==> config.mk <==
export PLATFORM = sky130hd
export DESIGN_NAME = snn_pattern_feeder
export DESIGN_NICKNAME = d
export VERILOG_FILES = /design/src/rtl/snn_pattern_feeder_pkg.sv /design/src/rtl/snn_pattern_buf.sv /design/src/rtl/snn_pattern_feeder.sv
export SDC_FILE = /design/constraint.sdc
export NUM_CORES = 1
export LEC_CHECK = 0
export CAP_MARGIN = 20
export CORE_MARGIN = 1.5
export CORE_UTILIZATION = 59
export CTS_BUF_LIST = sky130_fd_sc_hd__clkbuf_8
export DETAILED_ROUTE_END_ITERATION = 7
export PLACE_DENSITY = 0.86
export REMOVE_ABC_BUFFERS = 1
export SLEW_MARGIN = 20
export SYNTH_ARGS = -nofsm -noshare
export SYNTH_HDL_FRONTEND = slang
export SYNTH_SLANG_ARGS = --single-unit
==> constraint.sdc <==
create_clock -name clk -period 3 [get_ports clk]
set_input_delay 0.6 -clock clk [delete_from_list [all_inputs] [get_ports clk]]
set_output_delay 0.6 -clock clk [all_outputs]
set_load 0.02 [all_outputs]
==> src/rtl/snn_pattern_feeder_pkg.sv <==
// Shared constants and types for the SNN pattern feeder.
// Pattern layout: weights, kernel, then two 6x6 images.
package snn_pattern_feeder_pkg;

  localparam int W_LEN   = 4;
  localparam int K_LEN   = 9;
  localparam int I_LEN   = 72;
  localparam int PAT_LEN = W_LEN + K_LEN + I_LEN;

  localparam logic [6:0] K_OFF     = 7'd4;
  localparam logic [6:0] I_OFF     = 7'd13;
  localparam logic [6:0] LAST_BYTE = 7'(PAT_LEN - 1);
  localparam logic [6:0] LAST_BEAT = 7'(I_LEN - 1);

  typedef enum logic [1:0] {
    IDLE,
    STREAM,
    WAIT
  } state_t;

endpackage

==> src/rtl/snn_pattern_buf.sv <==
// Pattern storage: byte-indexed write port, beat-indexed read port.
// The read port slices one beat of img/ker/weight out of the pattern.
module snn_pattern_buf
  import snn_pattern_feeder_pkg::*;
(
  input  logic       clk,
  input  logic       rst_n,
  input  logic       we,
  input  logic [6:0] idx,
  input  logic [7:0] data,
  input  logic [6:0] beat,
  output logic [7:0] img,
  output logic [7:0] ker,
  output logic [7:0] weight
);

  logic [7:0] mem [PAT_LEN];
  logic [6:0] i_idx;
  logic [6:0] k_idx;

  always_ff @(posedge clk or negedge rst_n) begin
    if (!rst_n) begin
      for (int i = 0; i < PAT_LEN; i++) begin
        mem[i] <= '0;
      end
    end else if (we && idx <= LAST_BYTE) begin
      mem[idx] <= data;
    end
  end

  always_comb begin
    i_idx  = I_OFF + beat;
    k_idx  = K_OFF + beat;
    img    = '0;
    ker    = '0;
    weight = '0;
    if (beat <= LAST_BEAT) begin
      img = mem[i_idx];
    end
    if (beat < 7'(K_LEN)) begin
      ker = mem[k_idx];
    end
    if (beat < 7'(W_LEN)) begin
      weight = mem[beat];
    end
  end

endmodule

==> src/rtl/snn_pattern_feeder.sv <==
// Feeder stage: buffers one pattern, streams a 72-beat burst to the
// SNN core, then captures its result (or a timeout) in a held slot.
module snn_pattern_feeder
  import snn_pattern_feeder_pkg::*;
#(
  parameter int TIMEOUT = 96
) (
  input  logic       clk,
  input  logic       rst_n,
  input  logic       src_valid,
  output logic       src_ready,
  input  logic [7:0] src_data,
  output logic       in_valid,
  output logic [7:0] img,
  output logic [7:0] ker,
  output logic [7:0] weight,
  input  logic       core_out_valid,
  input  logic [9:0] core_out_data,
  output logic       res_valid,
  input  logic       res_ready,
  output logic [9:0] res_data,
  output logic       res_err,
  output logic       busy
);

  localparam int TW = $clog2(TIMEOUT);
  localparam logic [TW-1:0] TMAX = TW'(TIMEOUT - 1);

  state_t        state;
  logic [6:0]    load_cnt;
  logic [6:0]    beat;
  logic [TW-1:0] tcnt;
  logic          buf_full;
  logic          run_en;
  logic          accept;
  logic          pop;
  logic          last_beat;
  logic [7:0]    rd_img;
  logic [7:0]    rd_ker;
  logic [7:0]    rd_weight;

  // run_en keeps src_ready low while reset is asserted
  assign src_ready = run_en && !buf_full && state != STREAM;
  assign accept    = src_valid && src_ready;
  assign pop       = res_valid && res_ready;
  assign last_beat = state == STREAM && beat == LAST_BEAT;
  assign busy      = state != IDLE;

  snn_pattern_buf u_buf (
    .clk    (clk),
    .rst_n  (rst_n),
    .we     (accept),
    .idx    (load_cnt),
    .data   (src_data),
    .beat   (beat),
    .img    (rd_img),
    .ker    (rd_ker),
    .weight (rd_weight)
  );

  always_ff @(posedge clk or negedge rst_n) begin
    if (!rst_n) begin
      run_en   <= 1'b0;
      load_cnt <= '0;
      buf_full <= 1'b0;
    end else begin
      run_en <= 1'b1;
      if (accept) begin
        if (load_cnt == LAST_BYTE) begin
          load_cnt <= '0;
          buf_full <= 1'b1;
        end else begin
          load_cnt <= load_cnt + 7'd1;
        end
      end else if (last_beat) begin
        buf_full <= 1'b0;
      end
    end
  end

  always_ff @(posedge clk or negedge rst_n) begin
    if (!rst_n) begin
      state     <= IDLE;
      beat      <= '0;
      tcnt      <= '0;
      res_valid <= 1'b0;
      res_data  <= '0;
      res_err   <= 1'b0;
    end else begin
      if (pop) begin
        res_valid <= 1'b0;
        res_data  <= '0;
        res_err   <= 1'b0;
      end
      unique case (state)
        IDLE: begin
          if (buf_full && !res_valid) begin
            state <= STREAM;
            beat  <= '0;
          end
        end
        STREAM: begin
          if (last_beat) begin
            state <= WAIT;
            tcnt  <= '0;
          end else begin
            beat <= beat + 7'd1;
          end
        end
        WAIT: begin
          if (core_out_valid) begin
            res_valid <= 1'b1;
            res_data  <= core_out_data;
            res_err   <= 1'b0;
            state     <= IDLE;
          end else if (tcnt == TMAX) begin
            res_valid <= 1'b1;
            res_data  <= '0;
            res_err   <= 1'b1;
            state     <= IDLE;
          end else begin
            tcnt <= tcnt + 1'b1;
          end
        end
        default: state <= IDLE;
      endcase
    end
  end

  // Outputs trail the STREAM state by one cycle so they come from flops
  always_ff @(posedge clk or negedge rst_n) begin
    if (!rst_n) begin
      in_valid <= 1'b0;
      img      <= '0;
      ker      <= '0;
      weight   <= '0;
    end else begin
      in_valid <= state == STREAM;
      img      <= state == STREAM ? rd_img : '0;
      ker      <= state == STREAM ? rd_ker : '0;
      weight   <= state == STREAM ? rd_weight : '0;
    end
  end

endmodule

# After elaboration in Yosys (flattened, before gate mapping)
# Cells that the tools add are included.
# totals
register_bits	742
inputBits	23
out_inout_bits	39
wordCells	194
# op_classes
add_sub_neg	5
magnitude_cmp	9
eq_ne	13
mux	46
n_bitwise	4
reduce_logical	19
# op_table
cell	count
bitwise mux 680 bit	1
binary-select mux 8 bit (select 7 bit)	3
two-way mux 8 bit	13
demux 8 bit (select 7 bit)	1
two-way mux 7 bit	6
two-way mux 10 bit	4
greater-or-equal comparator 8 bit, second input constant	4
inverter 7 -> 8 bit	4
one-hot mux 7 bit (2 select lines)	2
adder 7 x 1 -> 7 bit, second input constant	3
equality test 7 bit, second input constant	3
<= comparator 7 bit, second input constant	2
!= test 2 bit, second input constant	6
two-way mux 1 bit	11
logical AND 1 bit	8
less-than comparator 8 x 1 -> 1 bit, second input constant	1
two-way mux 2 bit	4
nonzero test 2 bit	4
adder 3 x 7 -> 7 bit, first input constant	1
adder 4 x 7 -> 7 bit, first input constant	1
less-than comparator 7 x 3 -> 1 bit, second input constant	1
less-than comparator 7 x 4 -> 1 bit, second input constant	1
one-hot mux 2 bit (3 select lines)	1
AND reduction 3 bit	2
8 further kinds	9

# Logic depth before layout (Yosys ltp)
# Gate-level depths: netlist of the first run.
# depth
word_depth	7
depth_mapped	12
depth_no_buf	8

# Cells and area by module
# A second synthesis of the first run with hierarchy kept.
# unflattened
hier_cells	2552
area_unflattened_um2	38107.8
# by_module_without_submodules
module	instances	cells_per_inst	area_each_um2	seq_area_each_um2
snn_pattern_buf	1	2327	35556.6	17016.3
snn_pattern_feeder	1	225	2551.2	1551.5

# Worst setup path after synthesis of the first run
# No wires, ideal clock.
# synth_timing
path_kind	register to register
startpoint	register beat[2]
endpoint	register img[0]
setup_time_ns	0.099
arrival_ns	3.007
required_time_ns	2.901
path_slack_ns	-0.106
stages_incl_launch_ff	12
n_path_buf	3
synth_period_minus_slack_ns	3.106
cell_sequence	dfrtp_1 > buf_4 > clkinv_1 > clkbuf_1 > ha_1 > a21boi_1 > xnor2_1 > nor2_1 > clkbuf_1 > a221oi_1 > o21ai_1 > a311oi_1
# synth_via
elab_chain_len	7
word_cells_on_any_way	8
classes_between	add/sub: 1; order compare: 1; mux: 5; bitwise: 1
# synth_rtl
item	line	rtl
start, declared	snn_pattern_feeder.sv:31	logic [6:0] beat;
start signal, assigned	snn_pattern_feeder.sv:107	beat <= beat + 7'd1;
adder 4 x 7 -> 7 bit	snn_pattern_buf.sv:32	i_idx = I_OFF + beat;
inverter 7 -> 8 bit (not written as such)	snn_pattern_buf.sv:38	img = mem[i_idx];
binary-select mux 8 bit (select 7 bit)	snn_pattern_buf.sv:38	
two-way mux 8 bit (not written as such) (2 in series)	snn_pattern_buf.sv:38	
two-way mux 8 bit (*)	snn_pattern_buf.sv:37	if (beat <= LAST_BEAT) begin
two-way mux 8 bit (*)	snn_pattern_feeder.sv:139	img <= state == STREAM ? rd_img : '0;
end signal, assigned	snn_pattern_feeder.sv:139	
end, declared	snn_pattern_feeder.sv:14	output logic [7:0] img,
# Mark *: on every way between the ends. The rest lies on a longest branch, timed or not. The select of a mux whose other input is x is not followed.
# A chain may end at the register's enable or synchronous reset.

# Worst setup path after layout of the first run
# layout_timing
startpoint	register beat[0]
endpoint	register img[7]
# The elaborated chain is that of the path after synthesis.

==> run metrics, run 1 <==
worst skew pair latency=0.81 ns; Tmin final=3.00 ns; Avg Vias per Cell=7.13; TNS Setup=-0.00182 ns; cell count after synthesis=2629; CTS H-Tree Depth=4; input/output buffers=61; Seq/Total Area, Yosys=46.6%; # DRC=0; average wire per standard cell=31.1 um; grt ovf=0; prevailing post-synth register cell=dfrtp_1; ant diodes=0; number of buffers on the longest clock path=3; Die Y=263 um; CTS tree=built; Max Slew Vio Count=0; # IOs=62; GPL Wtd Cong=0.984; Req. time, crit path=3.65 ns; number of synthesized flops with an enable pin=0; Detailed Routing Iterations Pass 1=5; peak supply drop=0.000516 V; slew at the pin closest to its max-slew limit=0.988 ns; clk_skew=0.0364 ns; clk root buf=clkbuf_8; initial drt markers=3452; LEAKAGE=20.3 nW; Post-DP HPWL=around 79000 um; ys async rst share=100%; failing checks=setup timing; Final Setup Violations=1; total global-route track usage=34.8%; Worst R2R Setup Slack=-0.002 ns; CP Launch Type=flop; largest net degree at the start of global routing=approximately 110; Synth Area per Inst=15.2 um^2; Synth Cell Area=39900 um^2; Reg clk slew, reported paths=roughly 0.06 ns; fmax=333 MHz; first-pass GRT wire length=~180000 um; Antenna Nets Post-Route=0; Final Hold Fails=0; flops & latches, synth=roughly 740; hold crit path type=in -> async; CP Capture Type=flop; CORE AREA=about 67000 um^2; Post-Route WL=118000 um; Post-Place Cell Area=42700 um^2; area grow syn2layout=14.9%; critical path class=reg -> reg; NumNets Final=between 2k and 3k; Num CTS Buffers=130; relative slew slack=33.9%; outcome=finished, violations left; layout cells sized above 1=52.3%; worst-path maximum fanout=17; number of cell rows=95; power per cell area=559 nW/um^2; DIE WIDTH=roughly 260 um; Synthesis Warnings=0; unrepaired setup endpoints after global routing=true; clk sinks=742; maxcap violations=0; Die Footprint=about 69000 um^2; vias in the first global route=27.9k; WP data arrival=3.65 ns; initial antenna violation count=3; final worst path period share=100%; Vias=27.1k; setup ws final=-0.00182 ns; number of distinct library cells after synthesis=79; design area=around 46000 um^2; Starting Density=59.5%
[worst max-delay path, stage by stage, from the launching register on]
cell,delay (ns)
dfrtp_4,0.53
ha_4,0.37
buf_12,0.21
buf_12,0.17
mux4_2,0.54
mux4_1,0.58
nand2_1,0.10
and3_1,0.24
a311oi_1,0.10
[kinds of logic (layout without fill, tap and decap cells)]
family | Yosys count | after routing | synth area share [%]
buf+inv | 232 | 527 | 2.90
mux | 1085 | 1085 | 41.4
compound gates | 151 | 151 | 2.72
xor+xnor | 25 | 25 | 0.596
fa+ha+maj | 8 | 8 | 0.251
simple gates | 385 | 385 | 5.59
other cells | 1 | 1 | 0.00940
flops | 742 | 742 | 46.6
[worst paths after layout]
kind,from,end,cells after the start
min reg2reg,res_data[5],res_data[5],1
min in group clk,src_data[5],u_buf.mem[557],2
max,beat[0],img[7],8
min,rst_n,u_buf.mem[196],2
max in group asynchronous,rst_n,u_buf.mem[257],3
max reg2reg,beat[0],img[7],8
[placed cells by master (no fill, tap or decap), drive strengths merged, types with 3 or more instances in the layout]
cell type	synthesis	routed
xor2	10	10
mux2	681	681
buf	105	222
o21ai	22	22
mux4	379	379
a311oi	9	9
clkinv	9	15
mux2i	25	25
a21oi	17	17
ha	8	8
nand3	27	27
clkinvlp	0	3
and3	9	9
nand4	29	29
dfrtp	742	742
clkdlybuf4s50	0	51
or3	8	8
clkbuf	103	159
o21a	3	3
nand2b	7	7
a221oi	10	10
o221ai	3	3
a22oi	13	13
nand2	138	138
a2111oi	12	12
xnor2	15	15
inv	15	72
nor2	97	97
nor2b	12	12
o22ai	16	16
nor3	16	16
nor4	8	8
and2	23	23
a31oi	15	15
a22o	16	16
[flip-flops by register name, summed over array words and instances (netlist names)]
name,count
state,2
weight,8
buf_full,1
ker,8
res_err,1
res_data,10
tcnt,7
u_buf.mem,680
beat,7
img,8
load_cnt,7
in_valid,1
run_en,1
res_valid,1
[per-stage QoR]
stage	hold WS, ns	power (mW)	utilization, %	worst slack [ns]	cells
detailed placement	0.487	16.4	63.6	-0.439	3549
CTS	0.320	25.5	67.7	0.00138	3776
floorplan	0.304	14.5	-	-15.22	2421
global route	0.342	26.5	68.3	-0.0636	3797
finish	0.350	25.6	68.3	-0.00182	3797
global placement	0.480	16.0	63.6	-0.484	3549
[cells in the mapped netlist, types with 5 or more instances]
master     number  area (um^2)
dfrtp_1       742        18600
mux2_2        639         7200
mux4_2        377         8490
nand2_1       137          514
clkbuf_1      103          387
nor2_1         49          184
buf_2          45          225
buf_4          37          278
mux2_1         34          383
nand4_1        28          175
mux2i_1        25          250
nand3_1        25          125
nor2_2         25          156
and2_1         21          131
o21ai_0        17         85.1
a21oi_1        16         80.1
a22o_1         16          140
o22ai_1        16          100
a31oi_1        15         93.8
nor2_4         15          169
xnor2_1        15          131
a22oi_1        13         97.6
inv_1          13         48.8
buf_6          12          135
nor2b_1        12         75.1
a2111oi_0      11         96.3
buf_1          11         41.3
a221oi_1       10         87.6
nor3_1         10         50.1
a311oi_1        9         78.8
and3_1          9         56.3
clkinv_1        9         33.8
xor2_1          9         78.8
ha_1            8          100
mux2_4          8          120
nor2_8          8          160
or3_1           7         43.8
nand2b_1        6         37.5
nor3_2          5         50.1
o21ai_1         5         25.0
[power by group]
part | internal, mW | switching, mW
sequential | 11.2 | 0.935
combinational | 2.23 | 2.10
clock | 4.82 | 4.36
[routing by layer]
layer	vias up	track usage (%)	part of all wire, %
met5	-	0	0.034
met4	6	14.8	4.4
li1	10600	-	-
met3	361	9.25	10
met1	14400	47.8	38
met2	1675	52.8	47
[final cells by class]
cell class,instances,area (um^2)
Clock buffer,156,2150
Sequential cell,742,18600
Tap cell,873,1090
Fill cell,4327,21200
Clock inverter,67,370
Inverter,24,90.1
Multi-Input combinational cell,1655,20400
Timing Repair Buffer,280,3100
[repair_timing]
| item | in CTS | in global routing |
|---|---|---|
| hold buffers | 1 | 0 |
| gates resized for setup | 29 | 32 |
| endpoints found under the setup margin | 13 | 19 |
| pin swaps | 2 | 4 |
| setup buffers | 1 | 18 |
| hold endpoints to repair | 32 | 0 |
| gates cloned | 2 | 3 |
Power figures use the tool's default switching activity.
==> inputs of run 2 (changes only) <==
CORE_UTILIZATION = 45   (was 59)
GPL_TIMING_DRIVEN = 0   (was not set)
PLACE_DENSITY = 0.68   (was 0.86)
==> run 2 against run 1 <==
- the flow still finishes with violations (setup timing)
- count of clock-buffer cells in the layout grew 13
- sequential power is essentially flat
- critical endpoint unchanged
- largest cell class unchanged
- total power grew 2.5%
- via count grew 0.46%
- clock skew grew 0.021 ns
- design area grew 5.6%
- die area grew 31%
- routed wire length grew 7.6%
- sequential cell count is the same
==> run metrics, run 2 (synthesis gave the netlist of run 1 again) <==
outcome=finished, violations left; failing checks=setup timing; R2R Path End=img[7]; switching pwr=roughly 7.5 mW; sw frac=28.5%; CTS tree=built; Antenna Nets Post-Route=0; initial drt markers=2920; # IOs=a little over 60; cells on worst reg2reg path=11; layout cells sized above 1=56.0%; clk_skew=0.0572 ns; relative slew slack=21.9%; Req. time, crit path=3.63 ns; area grow syn2layout=21.3%; total global-route track usage=28.3%; input/output buffers=61; Largest register FFs=680; most frequent cells in the layout=737 x dfrtp_1, 639 x mux2_2, 379 x mux4_2, 169 x clkbuf_8, 128 x nand2_1; Clock power frac=37.0%; crit-path most repeated cell=buf_6; slew at the pin closest to its max-slew limit=roughly 1.2 ns; Reg with most FFs=u_buf.mem; clk sinks=742; Worst R2R Setup Slack=-0.28 ns; # DRC=0; Num CTS Buffers=134; worst skew pair latency=0.79 ns; Comb pwr share=between 10% and 20%; Finished Core Util=a little under three fifths; Detailed Routing Iterations Pass 1=8; Starting Density=45.7%; critical path class=reg -> reg; CORE AREA=87300 um^2; power per cell area=approximately 540 nW/um^2; fmax=around 310 MHz; Final Hold Fails=0; CP Launch Type=flop; clk root buf=clkbuf_8; largest net degree at the start of global routing=109; Die Y=301 um; setup ws final=-0.275 ns; worst-path maximum fanout=17; number of buffers on the longest clock path=3; vias in the first global route=28.1k; first-pass GRT wire length=189000 um; CP max stage delay=0.54 ns; Slowest-stage cell, CP=dfrtp_4; WP data arrival=a little under 4 ns; NumNets Final=between 2k and 3k; Die Footprint=between 90000 and 100000 um^2; Post-Route WL=127000 um; Reg clk slew, reported paths=0.06 ns; grt ovf=0; hold slack=roughly 0.36 ns; LEAKAGE=21.0 nW; unrepaired setup endpoints after global routing=true; initial antenna violation count=5; Avg Vias per Cell=6.65; maxcap violations=0; final worst path period share=109%; CP Cell Sequence=buf_16 > clkinv_16 > ha_1 > a21boi_4 > buf_6 > xnor2_4 > buf_6 > buf_6 > nand4_1 > nand4_1 > a311oi_4; Tmin final=3.28 ns; Critical R2R Launch=beat[2]; cell-internal power=roughly 19 mW; Max Slew Vio Count=0; average wire per standard cell=~31 um; Final Setup Violations=13; GPL Wtd Cong=1.00; CTS H-Tree Depth=4; sequential share of power=46.3%; hold crit path type=in -> async; commonest non-fill, non-tap cell in the layout=dfrtp_1; number of cell rows=between 100 and 150; peak supply drop=0.000467 V; top flop regs=u_buf.mem: 680 flops, res_data: 10 flops; DIE WIDTH=301 um; CP Capture Type=flop; Vias=between 20k and 30k; Post-DP HPWL=78200 um
[run 2: cell count changes in the layout (fill, tap and decap cells not counted), moves of 10 or more]
cell	delta
bufbuf_16	+15
inv_1	-11
buf_4	-57
nor2_2	-20
buf_12	-10
clkbuf_8	+13
buf_6	+16
clkinv_2	+11
buf_16	+41
nor2_4	+27
[run 2: how the worst max path moves through the flow]
stage / startpoint / to / slack (ns)
6_report: beat[2] / img[7] / -0.28
5_1_grt: beat[0] / img[6] / -0.27
4_1_cts: beat[0] / img[7] / -0.23
3_5_place_dp: beat[2] / img[4] / -2.57
3_3_place_gp: rst_n / u_buf.mem[140] / -30.03
2_1_floorplan: beat[0] / img[2] / -15.22
[run 2: layout make-up]
class / count / area, um^2
tap: 1155 / 1450
sequential: 742 / 18600
timing repair buffer: 283 / 4340
multi-input combinational: 1655 / 21200
inverter: 24 / 129
antenna: 1 / 2.50
clock buffer: 169 / 2330
fill: 6800 / 38900
clock inverter: 64 / 382
[run 2: what timing repair did]
action,in CTS,in global routing
gates cloned,30,5
resized for setup,180,80
setup endpoints to repair,596,757
setup buffers,86,49
hold buffers,1,0
endpoints found under the hold margin,84,0
pin swaps,53,51
[run 2: metrics by stage]
step                      total power [mW]  setup WS, ns  cell area, um^2  TNS [ns]  cells
after CTS                             26.0        -0.231            47500     -1.23   4041
after global placement                15.8        -30.03            40900         -   3637
after global routing                  27.2        -0.267            48400     -2.24   4093
after floorplan                       14.5        -15.22            38800   -411.52   2421
final                                 26.3        -0.275            48400     -2.06   4093
after detailed placement              16.2         -2.57            42200   -330.53   3693
[run 2: power groups by stage]
stage               Sequential [mW]  Combinational (mW)  Clock [mW]
floorplan                      11.9                2.60           0
global placement               12.1                3.71           0
detailed placement             12.3                3.91           0
CTS                            12.1                4.14        9.82
global route                   12.3                4.59        10.3
finish                         12.2                4.39        9.72
[run 2: critical path, delay by kind of cell, from the launching register on]
kind	cells	cell delay [ns]
DFF	1	0.54
and+or+nand+nor	2	0.60
adders and majority gates	1	0.17
AOI/OAI and AO/OA	2	0.77
xor gates and xnor gates	1	0.09
buffers and inverters	5	0.86
[run 2: layer usage]
metal | part of all wire [%] | track usage, %
met1 | 40 | 39.2
met2 | 46 | 42.6
met3 | 9.9 | 7.35
met4 | 4.0 | 11.6
met5 | 0.024 | 0
